**src/rtl/mem_arb_pkg.sv**
```systemverilog
// Shared types and defaults for the IFU/LSU memory port arbiter.
// Latency: n/a (types and constants only).
// Backpressure: n/a.
package mem_arb_pkg;

    localparam int DEF_ADDR_WIDTH     = 32;
    localparam int DEF_DATA_WIDTH     = 32;
    localparam int DEF_MAX_LSU_STREAK = 4;
    localparam int DEF_TIMEOUT        = 255;

    typedef enum logic [1:0] {
        IDLE = 2'd0,
        REQ  = 2'd1,
        WAIT = 2'd2
    } arb_state_t;

    typedef enum logic {
        OWN_IFU = 1'b0,
        OWN_LSU = 1'b1
    } owner_t;

    // Timeout counter width: at least 8 bits, wide enough to reach the limit.
    function automatic int cnt_width(input int limit);
        return (limit < 256) ? 8 : $clog2(limit + 1);
    endfunction

endpackage

```
**src/rtl/mem_arb_timeout.sv**
```systemverilog
// Response watchdog: counts WAIT cycles with no memory response, saturating at TIMEOUT.
// Latency: expire is combinational from the registered count in the cycle it reaches TIMEOUT.
// Backpressure: none; clr has priority over en.
module mem_arb_timeout
    import mem_arb_pkg::*;
#(
    parameter int TIMEOUT = DEF_TIMEOUT
) (
    input  logic clk,
    input  logic rst,
    input  logic clr,
    input  logic en,
    output logic expire
);

    localparam int CW = cnt_width(TIMEOUT);

    logic [CW-1:0] count;

    assign expire = en && (count == CW'(TIMEOUT));

    always_ff @(posedge clk or negedge rst) begin
        if (!rst) begin
            count <= '0;
        end else if (clr) begin
            count <= '0;
        end else if (en && !expire) begin
            count <= count + CW'(1);
        end
    end

endmodule

```
**src/rtl/mem_arbiter.sv**
```systemverilog
// Shares one memory port between IFU and LSU, one registered transaction at a time.
// Latency: grant cycle 0, mem_req_valid from cycle 1, response passes through combinationally in WAIT.
// Backpressure: req_ready only in IDLE for the single winner; mem_req_ready stalls in REQ.
module mem_arbiter
    import mem_arb_pkg::*;
#(
    parameter int ADDR_WIDTH     = DEF_ADDR_WIDTH,
    parameter int DATA_WIDTH     = DEF_DATA_WIDTH,
    parameter int MAX_LSU_STREAK = DEF_MAX_LSU_STREAK,
    parameter int TIMEOUT        = DEF_TIMEOUT
) (
    input  logic                    clk,
    input  logic                    rst,
    input  logic                    ifu_req_valid,
    output logic                    ifu_req_ready,
    input  logic [ADDR_WIDTH-1:0]   ifu_addr,
    output logic                    ifu_resp_valid,
    output logic [DATA_WIDTH-1:0]   ifu_rdata,
    input  logic                    lsu_req_valid,
    output logic                    lsu_req_ready,
    input  logic [ADDR_WIDTH-1:0]   lsu_addr,
    input  logic                    lsu_wen,
    input  logic [DATA_WIDTH-1:0]   lsu_wdata,
    input  logic [DATA_WIDTH/8-1:0] lsu_wmask,
    output logic                    lsu_resp_valid,
    output logic [DATA_WIDTH-1:0]   lsu_rdata,
    output logic                    mem_req_valid,
    input  logic                    mem_req_ready,
    output logic [ADDR_WIDTH-1:0]   mem_addr,
    output logic                    mem_wen,
    output logic [DATA_WIDTH-1:0]   mem_wdata,
    output logic [DATA_WIDTH/8-1:0] mem_wmask,
    input  logic                    mem_resp_valid,
    input  logic [DATA_WIDTH-1:0]   mem_rdata,
    output logic                    bus_err
);

    localparam int SW = $clog2(MAX_LSU_STREAK + 1);

    typedef struct packed {
        logic [ADDR_WIDTH-1:0]   addr;
        logic                    wen;
        logic [DATA_WIDTH-1:0]   wdata;
        logic [DATA_WIDTH/8-1:0] wmask;
    } mem_req_t;

    arb_state_t    state_q, state_d;
    owner_t        owner_q;
    mem_req_t      req_q;
    logic [SW-1:0] lsu_streak;
    logic          bus_err_q;
    logic          contested, grant_ifu, grant_lsu;
    logic          resp_done;
    logic          to_clr, to_en, to_expire;

    assign contested = ifu_req_valid && lsu_req_valid;

    // LSU normally wins a contest; after MAX_LSU_STREAK contested wins the IFU is forced through.
    always_comb begin
        grant_ifu = 1'b0;
        grant_lsu = 1'b0;
        if (state_q == IDLE) begin
            if (contested) begin
                if (lsu_streak == SW'(MAX_LSU_STREAK)) grant_ifu = 1'b1;
                else                                   grant_lsu = 1'b1;
            end else if (ifu_req_valid) begin
                grant_ifu = 1'b1;
            end else if (lsu_req_valid) begin
                grant_lsu = 1'b1;
            end
        end
    end

    assign to_clr = (state_q == REQ) && mem_req_ready;
    assign to_en  = (state_q == WAIT) && !mem_resp_valid;

    mem_arb_timeout #(
        .TIMEOUT (TIMEOUT)
    ) u_timeout (
        .clk    (clk),
        .rst    (rst),
        .clr    (to_clr),
        .en     (to_en),
        .expire (to_expire)
    );

    always_comb begin
        state_d   = state_q;
        resp_done = 1'b0;
        case (state_q)
            IDLE: if (grant_ifu || grant_lsu) state_d = REQ;
            REQ:  if (mem_req_ready) state_d = WAIT;
            WAIT: begin
                if (mem_resp_valid || to_expire) begin
                    resp_done = 1'b1;
                    state_d   = IDLE;
                end
            end
            default: state_d = IDLE;
        endcase
    end

    always_ff @(posedge clk or negedge rst) begin
        if (!rst) begin
            state_q    <= IDLE;
            owner_q    <= OWN_IFU;
            req_q      <= '0;
            lsu_streak <= '0;
            bus_err_q  <= 1'b0;
        end else begin
            state_q <= state_d;
            if (grant_ifu) begin
                owner_q    <= OWN_IFU;
                req_q      <= '{addr: ifu_addr, wen: 1'b0, wdata: '0, wmask: '0};
                lsu_streak <= '0;
            end else if (grant_lsu) begin
                owner_q <= OWN_LSU;
                req_q   <= '{addr: lsu_addr, wen: lsu_wen, wdata: lsu_wdata, wmask: lsu_wmask};
                if (contested) lsu_streak <= lsu_streak + SW'(1);
            end
            if (to_expire) bus_err_q <= 1'b1;
        end
    end

    assign ifu_req_ready = grant_ifu;
    assign lsu_req_ready = grant_lsu;

    assign mem_req_valid = (state_q == REQ);
    assign mem_addr      = req_q.addr;
    assign mem_wen       = req_q.wen;
    assign mem_wdata     = req_q.wdata;
    assign mem_wmask     = req_q.wmask;

    // A timeout abort returns zero data rather than whatever sits on mem_rdata.
    assign ifu_resp_valid = resp_done && (owner_q == OWN_IFU);
    assign lsu_resp_valid = resp_done && (owner_q == OWN_LSU);
    assign ifu_rdata      = (ifu_resp_valid && mem_resp_valid) ? mem_rdata : '0;
    assign lsu_rdata      = (lsu_resp_valid && mem_resp_valid) ? mem_rdata : '0;

    assign bus_err = bus_err_q;

endmodule

```
**config.mk**
```make
export PLATFORM = sky130hd
export DESIGN_NAME = mem_arbiter
export DESIGN_NICKNAME = d
export VERILOG_FILES = /design/src/rtl/mem_arb_pkg.sv /design/src/rtl/mem_arb_timeout.sv /design/src/rtl/mem_arbiter.sv
export SDC_FILE = /design/constraint.sdc
export NUM_CORES = 1
export LEC_CHECK = 0
export BUFFER_PORTS_ARGS = -buffer_cell sky130_fd_sc_hd__buf_2
export CAP_MARGIN = 20
export CORE_AREA = 2 2 107 109
export CTS_CLUSTER_SIZE = 30
export DETAILED_ROUTE_END_ITERATION = 8
export DIE_AREA = 0 0 109 111
export PLACE_DENSITY = 0.77
export SLEW_MARGIN = 20
export SYNTH_ARGS = -nofsm -noshare
export SYNTH_HDL_FRONTEND = slang
export SYNTH_SLANG_ARGS = --single-unit
```
**constraint.sdc**
```tcl
create_clock -name clk -period 3.9 [get_ports clk]
set_input_delay 0.78 -clock clk [delete_from_list [all_inputs] [get_ports clk]]
set_output_delay 0.78 -clock clk [all_outputs]
set_load 0.005 [all_outputs]
```
==> results of run 1 <==
metrics by stage:
stage | area (sq um) | hold slack [ps] | power [W] | utilization (%) | std cells
after floorplan | 4019 | 467.8 | 0.002343 | - | 424
after global placement | 5461 | 464.2 | 0.002923 | 49.31 | 818
after detailed placement | 5461 | 467.1 | 0.002999 | 49.31 | 818
after CTS | 5754 | 488.1 | 0.003848 | 51.95 | 833
after global routing | 5766 | 501.2 | 0.004091 | 52.05 | 836
final | 5768 | 475.8 | 0.003813 | 52.07 | 837
worst max-delay path: stages:
cell and delay [ps]:
buf_2 140, or3b_1 480, a21o_4 360, clkinv_4 280, buf_2 170
registers in the layout (all words and copies together) (netlist names):
name	count
bus_err	1
lsu_streak	3
mem_addr	32
mem_wdata	32
mem_wen	1
mem_wmask	4
owner_q	1
state_q	2
u_timeout.count	8
per-layer routing:
metal  part of all wire, %  vias up
met2                    50      225
li1                      -     1979
met4                   1.2        8
met3                    12       20
met1                    37     1950
met5                  0.42        -
kinds of logic (layout without fill, tap and decap cells):
group	after synthesis	after routing	synth area share, %
adders and majority gates	3	3	0.9341
AOI/OAI and AO/OA	114	114	18.18
buffers and inverters	35	301	4.265
DFF	84	84	52.30
muxes	2	2	0.4982
xor gates and xnor gates	1	1	0.2180
and+or+nand+nor	185	185	23.60
other	0	4	0
power by group through the flow:
stage               sequential [W]  combinational (W)  clock (W)
floorplan                  0.00148           0.000862          0
global placement           0.00147            0.00146          0
detailed placement         0.00148            0.00152          0
CTS                        0.00147            0.00152   0.000858
global route               0.00152            0.00168   0.000890
finish                     0.00147            0.00150   0.000839
area by class of cell:
cell class	count	area (sq um)
Tap cell	143	178.9
Timing Repair Buffer	279	1408
Sequential cell	84	2102
Multi-Input combinational cell	305	1745
Clock inverter	4	50.05
Fill cell	1034	5309
Inverter	7	31.28
Clock buffer	11	242.7
Antenna cell	4	10.01
cell usage in the layout, fill, tap and decap left out, drive strengths merged, types with 3 or more instances in the layout:
| cell | instances |
|---|---|
| buf | 279 |
| nor3 | 5 |
| nand2 | 45 |
| nand3 | 10 |
| inv | 6 |
| nand4 | 3 |
| nor3b | 4 |
| and2 | 64 |
| nor2 | 41 |
| a22o | 37 |
| a21oi | 65 |
| diode | 4 |
| ha | 3 |
| o21ai | 6 |
| clkbuf | 11 |
| dfrtp | 84 |
cell usage after synthesis, types with 2 or more instances:
master,instances,area [sq um]
a211oi_1,2,15.01
a21oi_1,65,325.3
a22o_1,37,324.1
and2_1,64,400.4
and3_1,2,12.51
and4_1,2,17.52
buf_1,5,18.77
buf_4,3,22.52
buf_6,3,33.78
clkbuf_1,16,60.06
dfrtp_1,84,2102
ha_1,3,37.54
inv_1,5,18.77
mux2i_1,2,20.02
nand2_1,45,168.9
nand3_1,10,50.05
nand4_1,3,18.77
nor2_1,40,150.1
nor2b_1,2,12.51
nor3_1,5,25.02
nor3b_1,4,30.03
o21ai_0,6,30.03
or3_1,2,12.51
or3b_1,2,17.52
path summary, 6_finish.rpt:
check	startpoint	end
worst max-delay path	ifu_req_valid	ifu_req_ready
worst min-delay path	rst	mem_addr[18]$_DFFE_PN0P_
worst max register to register	lsu_streak[0]$_DFFE_PN0P_	mem_wdata[31]$_DFFE_PN0P_
worst min register to register	bus_err$_DFFE_PN0P_	bus_err$_DFFE_PN0P_
max in group asynchronous	rst	u_timeout.count[2]$_DFFE_PN0P_
min in group clk	bus_err$_DFFE_PN0P_	bus_err$_DFFE_PN0P_
==> impl_results.md, run 1 <==
* Status: finished, final reports clean
* Final Cycle Share at 77.35%
* Clock network fraction of total power at 22.0%
* Total Neg Setup Slack at 0 ps
* Worst ir drop on vdd at 0.0003729 V
* Clk Latency, worst-skew pair at 330 ps
* ANT nets after route at 0
* IO Pins at 278
* Mapped Cells at 424
* Final hold violation count at 0
* Combinational cell fraction of total power at 39.3%
* First-pass GRT wire length at 20.15 mm
* Max Cap Violations at 0
* Setup Buffers After CTS at 0
* Clock sinks at 84
* Hold-fix buffers at CTS at 0
* # H-tree levels at 3
* Setup ws final at 883.5 ps
* Synth Flop Type: dfrtp_1
* Drt drc at 0
* Total CTS buffers at 9
* Die footprint at 12100 sq um
* Fin. max-slew vios at 0
* Reg2Reg Setup Slack at 1310 ps
* Worst EP required at 3120 ps
* GR met3 Demand/Resource at 9.935%
* Seq/Total Area, Yosys at 52.30%
* Rows at 39
* Core area at 11080 sq um
* Initial antenna violation count at 9
* Area Growth Syn to Fin at 43.52%
* Remaining Overflow, GRT at 0
* Critical path arrival at 2240 ps
* First-pass iteration count of the detailed router at 4
* Syn nets at 566
* Wirelength per Cell at 16.08 microns
* Starting Density at 36.28%
* CP Capture Type: primary output
* Avg Cell Area, Syn at 9.478 sq um
* Post-Route WL at 13.46 mm
* Hold WC Path Type: in2async
* Post-synthesis cell type count at 36
* Dpl hpwl at 10.38 mm
* Post_cts resized at 0
* Layout cells sized above 1 at 43.19%
* R2R depth at 7
* Area of the mapped netlist at 4019 sq um
* Die W at 109 microns
* Post-synth EDFFs at 0
* IO buf count at 277
* CP max FO at 34
* Slew HR at 45.00%
* PwrDens at 661.0 nW/um^2
* GR Util All Layers at 22.09%
* Pleak at 3.232 nW
* DR vias at 4182
* Met1 Use GR at 22.95%
* Clk root buf: clkbuf_16
* Min Tclk post-route at 3016 ps
* Post-synth ARST share at 100.0%
* Crit Path Class: in2out
* Fmax at 331.5 MHz
* Routability cong. at 0.8082
* CTS clk-pin slew, worst paths at 60 ps
* Net switching power at 0.001368 W
* Vias/cell at 4.996
* Pin count of the biggest net entering global routing at 85
* Post-synthesis register bit count at 84
* Flop pwr share at 38.7%
* 1st-iter DRT viols at 218
* Vias in the first global route at 3947
* NumNets Final at 828
* Skew final at 4.061 ps
* Switching Share at 35.89%
* Met2 GRT Util at 38.72%
* Synth warn at 0
* CTS tree: built
* RSZ-0062 raised after global routing: no
* Setup WS pre-CTS at 895.5 ps
* Setup Viol. Count Final at 0
* Gr busiest metal: met2
* Crit start category: primary input
* CTS Buffer Depth at 2
* Die H at 111 microns
* Worst-Margin Slew at 823.0 ps
* Cell Int Power at 0.002444 W
Power figures use the tool's default switching activity.
==> run 2: changes to the inputs <==
==> constraint.sdc (replaced) <==
create_clock -name clk -period 2.8 [get_ports clk]
set_input_delay 0.56 -clock clk [delete_from_list [all_inputs] [get_ports clk]]
set_output_delay 0.56 -clock clk [all_outputs]
set_load 0.005 [all_outputs]
==> impl_results.md, run 2 (synthesized netlist as in run 1, its figures left out) <==
* Area Growth Syn to Fin at 44.46%
* IO buf count at 277
* Total CTS buffers at 9
* Fillers at 1010
* Finished Layout Cells at 842
* CP Capture Type: primary output
* Die footprint at 12100 sq um
* Post_cts resized at 0
* First-pass iteration count of the detailed router at 4
* Min Tclk post-route at 2384 ps
* Crit path buf inv count at 2
* Status: finished, final reports clean
* Fmax at 419.4 MHz
* Origin of the critical flop-to-flop path: lsu_streak[0]$_DFFE_PN0P_
* R2R depth at 7
* Combinational cell fraction of total power at 39.6%
* Dpl hpwl at 10.61 mm
* Vias/cell at 4.986
* Max incr delay on CP at 530 ps
* Worst-Margin Slew at 827.0 ps
* RSZ-0062 raised after global routing: no
* CTS tree: built
* Core area at 11080 sq um
* Hold WC Path Type: in2async
* Worst ir drop on vdd at 0.0004850 V
* CTS Buffer Depth at 2
* Wirelength per Cell at 16.31 microns
* Slowest CP cell: or3b_1
* Reg2Reg Capture Point: mem_wdata[31]$_DFFE_PN0P_
* Switching Share at 35.96%
* Layout cells sized above 1 at 43.53%
* Setup Viol. Count Final at 0
* Commonest non-fill, non-tap cells in the layout: buf_2 (276), dfrtp_1 (84), a21oi_1 (65)
* # H-tree levels at 3
* Delay-heaviest family, CP: simple AND/OR/NAND/NOR gates
* Setup Buffers After CTS at 0
* WHS at 243.5 ps
* Slew HR at 44.73%
* 1st-iter DRT viols at 206
* Vias in the first global route at 4023
* Most common cell after layout, fill and taps aside: buf_2
* Skew final at 5.760 ps
* ANT nets after route at 0
* NumNets Final at 833
* Rows at 39
* Routability cong. at 0.8411
* First-pass GRT wire length at 20.73 mm
* Initial antenna violation count at 8
* Fin. max-slew vios at 0
* Clock network fraction of total power at 22.1%
* CTS clk-pin slew, worst paths at 60 ps
* Final Cycle Share at 85.15%
* Clk root buf: clkbuf_16
* Reg2Reg Setup Slack at 690 ps
* Flop pwr share at 38.3%
* Crit start category: flip-flop
* DR vias at 4198
* CP max FO at 12
* Worst EP required at 2240 ps
* Cell Int Power at 0.003431 W
* Post-Route WL at 13.73 mm
* Crit-path cells: or3b_1, a21o_4, clkinv_4, buf_2
* Final hold violation count at 0
* Remaining Overflow, GRT at 0
* Critical path arrival at 1820 ps
* Hold-fix buffers at CTS at 0
* Drt drc at 0
* Pin count of the biggest net entering global routing at 85
* Post-place instance area at 5499 sq um
* Finished Core Util at 52.41%
* Pleak at 3.267 nW
* Crit Path Class: reg2out
* Path length in cells of the critical path at 4
* Die W at 109 microns
* Net switching power at 0.001927 W
* Placed Cells at 823
* Max Cap Violations at 0
* IO Pins at 278
* Total Neg Setup Slack at 0 ps
* GR Util All Layers at 22.68%
* CP startpoint: state_q[0]$_DFFE_PN0P_
* Clock sinks at 84
* Die H at 111 microns
* Starting Density at 36.28%
* Clk Latency, worst-skew pair at 340 ps
* PwrDens at 922.9 nW/um^2
* Layout Cell Area excl Fill at 5806 sq um
==> run 2: worst max path at each step <==
stage | to | slack (ps)
CTS | ifu_req_ready | 390
detailed placement | mem_wdata[31]$_DFFE_PN0P_ | 490
finish | ifu_req_ready | 420
global placement | mem_wdata[18]$_DFFE_PN0P_ | 620
global route | ifu_rdata[7] | 250
floorplan | ifu_req_ready | 790
==> run 2: power by group through the flow <==
stage	clock network (W)	registers, W	logic, W
3_3_place_gp	0	0.00204	0.00207
6_report	0.00118	0.00205	0.00212
4_1_cts	0.00121	0.00205	0.00216
5_1_grt	0.00125	0.00211	0.00239
2_1_floorplan	0	0.00206	0.00120
3_5_place_dp	0	0.00205	0.00217
==> run 2: metal layers <==
metal	vias to the layer above	part of all wire, %	global-route usage [%]
li1	1985	-	-
met1	1966	37	25.18
met2	216	50	38.84
met3	23	11	9.230
met4	8	1.5	7.607
met5	-	0.44	0
==> run 2: final cells by class <==
class	count	area [sq um]	area share (%)
repair buffers	284	1445	24.89
multi-input cells	305	1745	30.06
well taps	143	178.9	3.082
diodes	3	7.507	0.1293
clock buffers	12	246.5	4.246
flip-flops and latches	84	2102	36.21
inverters	7	31.28	0.5388
clock inverters	4	48.80	0.8405
==> run 2: stage by stage <==
step                setup WS, ps  total power, W
floorplan                  791.5        0.003264
global placement           617.2        0.004105
detailed placement         488.8        0.004223
CTS                        389.9        0.005416
global route               245.9        0.005754
finish                     415.8        0.005358
